### src/rtl/mux_pkg.sv
// Shared sizing helpers for the pipelined W-bit N:1 selector.
// Every level is a registered 4:1 reduction, so the select width must be even.
package mux_pkg;

    localparam int MAX_SEL_BITS = 8;

    function automatic int level_count(input int sel_bits);
        return sel_bits / 2;
    endfunction

    // Lanes entering level k. Level k hands a quarter of them to level k+1.
    function automatic int lanes_at_level(input int sel_bits, input int k);
        return 1 << (sel_bits - 2 * k);
    endfunction

    function automatic bit sel_bits_legal(input int sel_bits);
        return (sel_bits % 2 == 0) && (sel_bits >= 2) && (sel_bits <= MAX_SEL_BITS);
    endfunction

endpackage

### src/rtl/muxw4_1.sv
// Combinational W-bit 4:1 selector, the building block of every tree level.
module muxw4_1 #(
    parameter int WIDTH = 64
) (
    input  logic [3:0][WIDTH-1:0] lanes,
    input  logic [1:0]            sel,
    output logic [WIDTH-1:0]      y
);

    always_comb begin
        y = lanes[sel];
    end

endmodule

### src/rtl/pipelined_mux_tree.sv
// Pipelined W-bit N:1 selector: one registered 4:1 level per select-bit pair,
// with a global enable (stall) and a flush that only kills the valid bits.
module pipelined_mux_tree
    import mux_pkg::*;
#(
    parameter int WIDTH    = 64,
    parameter int SEL_BITS = 4
) (
    input  logic                              clk,
    input  logic                              reset,
    input  logic                              enable,
    input  logic                              flush,
    input  logic                              in_valid,
    input  logic [(1 << SEL_BITS)*WIDTH-1:0]  in_data,
    input  logic [SEL_BITS-1:0]               selection,
    output logic                              out_valid,
    output logic [WIDTH-1:0]                  out_data
);

    localparam int L = level_count(SEL_BITS);

    if (!sel_bits_legal(SEL_BITS)) begin : g_bad_param
        $error("pipelined_mux_tree: SEL_BITS must be even and within 2..%0d", MAX_SEL_BITS);
    end

    // vld_pipe[0] is the incoming valid; vld_pipe[k+1] belongs to level k.
    logic [L-1:0] vld_q;
    logic [L:0]   vld_pipe;

    assign vld_pipe  = {vld_q, in_valid};
    assign out_valid = vld_pipe[L];

    always_ff @(posedge clk or posedge reset) begin
        if (reset)       vld_q <= '0;
        else if (flush)  vld_q <= '0;
        else if (enable) vld_q <= vld_pipe[L-1:0];
    end

    for (genvar k = 0; k < L; k++) begin : g_lvl
        localparam int NI = lanes_at_level(SEL_BITS, k);
        localparam int NO = NI / 4;
        localparam int SI = SEL_BITS - 2 * k;

        logic [NI-1:0][WIDTH-1:0] src_data;
        logic [SI-1:0]            src_sel;
        logic [NO-1:0][WIDTH-1:0] red_data;
        logic [NO-1:0][WIDTH-1:0] data_q;

        if (k == 0) begin : g_src
            assign src_data = in_data;
            assign src_sel  = selection;
        end else begin : g_src
            assign src_data = g_lvl[k-1].data_q;
            assign src_sel  = g_lvl[k-1].g_sel.sel_q;
        end

        // Group j covers lanes 4j..4j+3, so the surviving index is j.
        for (genvar j = 0; j < NO; j++) begin : g_mux
            muxw4_1 #(.WIDTH(WIDTH)) u_mux (
                .lanes (src_data[4*j+3 -: 4]),
                .sel   (src_sel[1:0]),
                .y     (red_data[j])
            );
        end

        // Data loads on every enabled edge, valid or not.
        always_ff @(posedge clk or posedge reset) begin
            if (reset)       data_q <= '0;
            else if (enable) data_q <= red_data;
        end

        // Only the select bits still needed downstream are carried forward.
        if (SI > 2) begin : g_sel
            logic [SI-3:0] sel_q;

            always_ff @(posedge clk or posedge reset) begin
                if (reset)       sel_q <= '0;
                else if (enable) sel_q <= src_sel[SI-1:2];
            end
        end
    end

    assign out_data = g_lvl[L-1].data_q[0];

endmodule

### config.mk
export PLATFORM = sky130hd
export DESIGN_NAME = pipelined_mux_tree
export DESIGN_NICKNAME = d
export VERILOG_FILES = /design/src/rtl/mux_pkg.sv /design/src/rtl/muxw4_1.sv /design/src/rtl/pipelined_mux_tree.sv
export SDC_FILE = /design/constraint.sdc
export NUM_CORES = 1
export LEC_CHECK = 0
export BUFFER_PORTS_ARGS = -buffer_cell sky130_fd_sc_hd__clkbuf_2
export CAP_MARGIN = 20
export CORE_AREA = 2 2 432 434
export CTS_CLUSTER_SIZE = 20
export DETAILED_ROUTE_END_ITERATION = 7
export DIE_AREA = 0 0 434 436
export HOLD_SLACK_MARGIN = 0.12
export SLEW_MARGIN = 10
export SYNTH_ARGS = -nofsm -noshare
export SYNTH_HDL_FRONTEND = slang
export SYNTH_SLANG_ARGS = --single-unit
### constraint.sdc
create_clock -name clk -period 13.4 [get_ports clk]
set_input_delay 2.01 -clock clk [delete_from_list [all_inputs] [get_ports clk]]
set_output_delay 2.01 -clock clk [all_outputs]
set_load 0.02 [all_outputs]
; ---- Word-level counts from Yosys, hierarchy flattened
; Index checks and enable logic that the tools add are counted.
[classes]
order_cmp = 2
n_mux = 12
reduce_logical = 1
[op_table]
columns = cell, n
row1 = $bmux 64 s2, 5
row2 = $mux 64, 5
row3 = $lt 2x3->1 const B, 2
row4 = $mux 2, 2
row5 = $reduce_bool 2->1, 1
[word_totals]
ff_bits = 324

; ---- Logic depth before layout (Yosys ltp)
[logic_depth]
word_depth = 2
depth_mapped = 5
ltp_nobuf = 2

; ---- Cells and area by module
; Synthesis repeated with hierarchy kept, for this count alone.
[unflattened]
cells_unflattened = 1077
area_unflattened_um2 = 21219.1
[by_module_without_submodules]
columns = mod, cells_per_inst, seq_area_each_um2, area_each_um2, n_inst
row1 = pipelined_mux_tree, 687, 8107.8, 13105.1, 1
row2 = muxw4_1, 78, 0.0, 1622.8, 5

; ---- Worst setup path after synthesis
; OpenSTA, ideal clock, no wires.
[synth_path]
kind = input to register
start = in selection[0]
end = reg g_lvl[0].data_q[101] in the netlist's numbering
path_stages = 5
arrival_ns = 2.791
setup_ns = 0.142
required_ns = 13.258
path_slack_ns = 10.467
path_buffers = 3
cell_sequence = buf_4 > buf_6 > clkbuf_4 > mux2i_1 > o221ai_1
[synth_between]
elab_chain_len = 2
[synth_lines]
columns = element, line_no
row1 = from (decl), pipelined_mux_tree.sv:15  ; input logic [SEL_BITS-1:0] selection,
row2 = $bmux 64 s2, muxw4_1.sv:11  ; y = lanes[sel];
row3 = $mux 64 (not written as such), muxw4_1.sv:11
row4 = to (signal assigned), pipelined_mux_tree.sv:69  ; else if (enable) data_q <= red_data;
row5 = to (decl), pipelined_mux_tree.sv:47  ; logic [NO-1:0][WIDTH-1:0] data_q;
; No other way between the ends. The select of a mux whose other input is x is not followed.
; A chain may end at the register's enable or synchronous reset.

; ---- Worst setup path in the final report
[layout_path]
start = in selection[0]
end = reg g_lvl[0].data_q[218] in the netlist's numbering
; The elaborated chain is that of the path after synthesis.

==> flow_metrics.tcl <==
set metrics [dict create \
    synth_area_sq_um 20400 \
    synth_cells 1792 \
    ios 1098 \
    wl_met2_mm 63.7 \
    cts_tree "built" \
    ff_latch_area_sq_um 8110 \
    dieWidth_um 434 \
    antenna_found_initial 56 \
    ir_worst_vdd_v 0.0000717 \
    core_area_sq_um 185000 \
    final.min_clock_period_ns 5.15 \
    clkTransAtPathRegs_ns 0.06 \
    clock_power_share 0.383 \
    fp.dieArea_sq_um 189000 \
    synth_fp_nets 2825 \
    grt_pass1_vias 19900 \
    hold_end "g_lvl[0].data_q[60]" \
    max-slew-margin-rel 0.228 \
    cts.sinks 324 \
    regToRegEndpoint "out_data[42]" \
    multi_input_area_sq_um 11300 \
    cts_setup_buffers 0 \
    critPathMostFrequentCell "buf_4" \
    stdcell_area_sq_um 29900 \
    fin_crit_sh 0.384 \
    start_kind "primary input" \
    worst-setup-path-type "primary input to flop" \
    p_sw_mw 1.13 \
    cp_slowest_cell "buf_4" \
    setup_viol 0 \
    gp_congestion 0.976 \
    intPower_mw 2.24 \
    crit_buf_inv 4 \
    core.rowCount 158 \
    holdWs_ns 0.495 \
    top_layer_used "met5" \
    finalSetupTns_ns 0 \
    rsz0062_at_grt "no" \
    outcome "completed" \
    holdPathStages 2 \
    ctsResizeCount 0 \
    tightest_slew_ns 1.13 \
    drt-total-wl_mm 136 \
    yosys_warnings 0 \
    p_leak_nw 14.6 \
    worstPathCellList "buf_8 -> buf_4 -> buf_4 -> buf_4 -> mux2i_1 -> o221ai_1" \
    power.share.sequential 0.367 \
    drt-initial-drc-count 1348 \
    finalHoldViolations 0 \
    clockBufferDepth 3 \
    arrival_ns 5.61 \
    htreeDepth 2 \
    cap_violations 0 \
    crit_family "buffers and inverters" \
    min_from "g_lvl[0].data_q[60]" \
    first_pass_iters 7 \
    finalClockSkew_ns 0.0289 \
    rrSetupSlack_ns 10.54 \
    wl_met1_mm 59.3 \
    grt_pass1_wl_mm 177 \
    place_area_sq_um 28300 \
    antenna_left 0 \
    cts_buffers 45 \
    port_buffers 1097 \
    wire_per_inst_um 25.5 \
    cp_max_fo 74 \
    holdBufCountCts 0 \
    regToRegStartpoint "g_lvl[0].g_sel.sel_q[0]" \
    die_h_um 436 \
    drive_above_1_share 0.429 \
    grt_remaining_overflow 0 \
    end_kind "flop" \
    fin_nets 3824 \
    min_path_type "flop to flop" \
    pre_cts_ws_ns 7.66 \
    syn_to_final_growth_pct 46.4 \
    root_buffer "clkbuf_16" \
    powerDensity_nw_per_um2 113 \
    synthDistinctLibCells 16 \
    setup_ws_ns 8.25 \
    vias 19900 \
    n_fill_cell 20800 \
    syn_avg_cell_area_sq_um 11.4 \
    drc_errors 0 \
    report.final.slew_viol_count 0 \
    reg2reg_depth 3 \
    vias_per_cell 3.73 \
    cp.required_ns 13.86 \
    fmax_ghz 0.194 \
    met3_length_mm 7.95 \
    fin_cells 5318 \
    synth_seq_cells 324 \
    start_util 0.111 \
    grt_max_degree 131 \
    comb_power_share 0.251 \
    ys_seq_area_frac 0.397 \
    slowest_delay_ns 0.90 \
    hpwl_mm 111 \
    dp.cells 5224 \
    switching_share 0.336 \
    grt_usage 0.137 \
    clkLatencyLatePin_ns 0.63 \
]
==> worst register-to-register path: cells and delay by family, from the launching register on <==
kind,cells,cell delay [ns]
DFF,1,0.84
buffers and inverters,1,0.70
muxes,1,0.90
AOI/OAI and AO/OA,1,0.26
==> cell usage after synthesis <==
library cell / count / area share
buf_2: 48 / 0.012
nand2b_1: 322 / 0.099
mux2_2: 2 / 0.0011
clkbuf_4: 1 / 0.00037
buf_6: 14 / 0.0077
o221ai_1: 320 / 0.14
nand2_1: 1 / 0.00018
mux2i_1: 642 / 0.31
dfrtp_1: 324 / 0.40
inv_1: 1 / 0.00018
clkbuf_2: 2 / 0.00049
buf_1: 5 / 0.00092
nand2_2: 1 / 0.00031
clkbuf_1: 53 / 0.0097
nor2_1: 2 / 0.00037
buf_4: 54 / 0.020
==> cells in the final DEF (no fill, tap or decap) <==
cell and n:
inv_8 1, clkinv_2 7, clkbuf_2 1095, dfrtp_4 1, bufinv_16 4, buf_6 1, clkbuf_8 12, buf_4 29
clkinv_8 1, nor2_1 2, buf_12 2, nand2b_4 2, clkinv_4 1, nand2_8 1, nand2b_1 320, diode_2 13
mux2_2 2, clkbuf_1 8, o221ai_1 320, mux2i_2 2, clkbuf_16 46, clkinvlp_4 2, dfrtp_1 323, buf_8 2
mux2i_1 640, nand2_4 1
==> state kept, by name, indices dropped and copies added, names as in the netlist <==
name               cells
g_lvl.g_sel.sel_q      2
vld_q                  2
out_data              64
g_lvl.data_q         256
==> routing by layer <==
layer  up-vias  track usage
met2       851        0.223
met3       181       0.0229
met1      9880        0.181
met5         -            0
li1       8940            -
met4        10       0.0502
==> cells by family (layout without fill, tap and decap cells) <==
logic type / Yosys count / in the layout / synth area share
flip-flops: 324 / 324 / 0.397
AO/OA/AOI/OAI: 320 / 320 / 0.137
multiplexers: 644 / 644 / 0.316
buffers and inverters: 178 / 1211 / 0.0510
other: 0 / 13 / 0
AND/OR/NAND/NOR: 326 / 326 / 0.0994
==> power by group through the flow <==
stage | clock, mW | combinational (mW) | sequential [mW]
floorplan | 0 | 0.399 | 1.24
global placement | 0 | 0.850 | 1.25
detailed placement | 0 | 0.856 | 1.26
CTS | 1.35 | 0.861 | 1.24
global route | 1.38 | 0.914 | 1.25
finish | 1.29 | 0.846 | 1.24
==> per-stage QoR <==
| step | total power, mW | utilization |
|---|---|---|
| floorplan | 1.64 | - |
| global placement | 2.10 | 0.153 |
| detailed placement | 2.11 | 0.153 |
| CTS | 3.45 | 0.162 |
| global route | 3.55 | 0.162 |
| finish | 3.37 | 0.162 |
==> how the worst max path moves through the flow <==
stage	to	depth (start not counted)	start
2_1_floorplan	g_lvl[0].data_q[0]	1	reset
3_3_place_gp	g_lvl[0].data_q[209]	6	selection[0]
3_5_place_dp	g_lvl[0].data_q[19]	6	selection[0]
4_1_cts	g_lvl[0].data_q[19]	6	selection[0]
5_1_grt	g_lvl[0].data_q[85]	6	selection[0]
6_report	g_lvl[0].data_q[218]	6	selection[0]
==> layout make-up <==
cell class	count	area share
repair buffers	1129	0.193
clock buffers	66	0.0450
flip-flops and latches	324	0.271
inverters	1	0.000377
well taps	2480	0.104
clock inverters	15	0.00653
diodes	13	0.00109
multi-input cells	1290	0.379
Power figures use the tool's default switching activity.
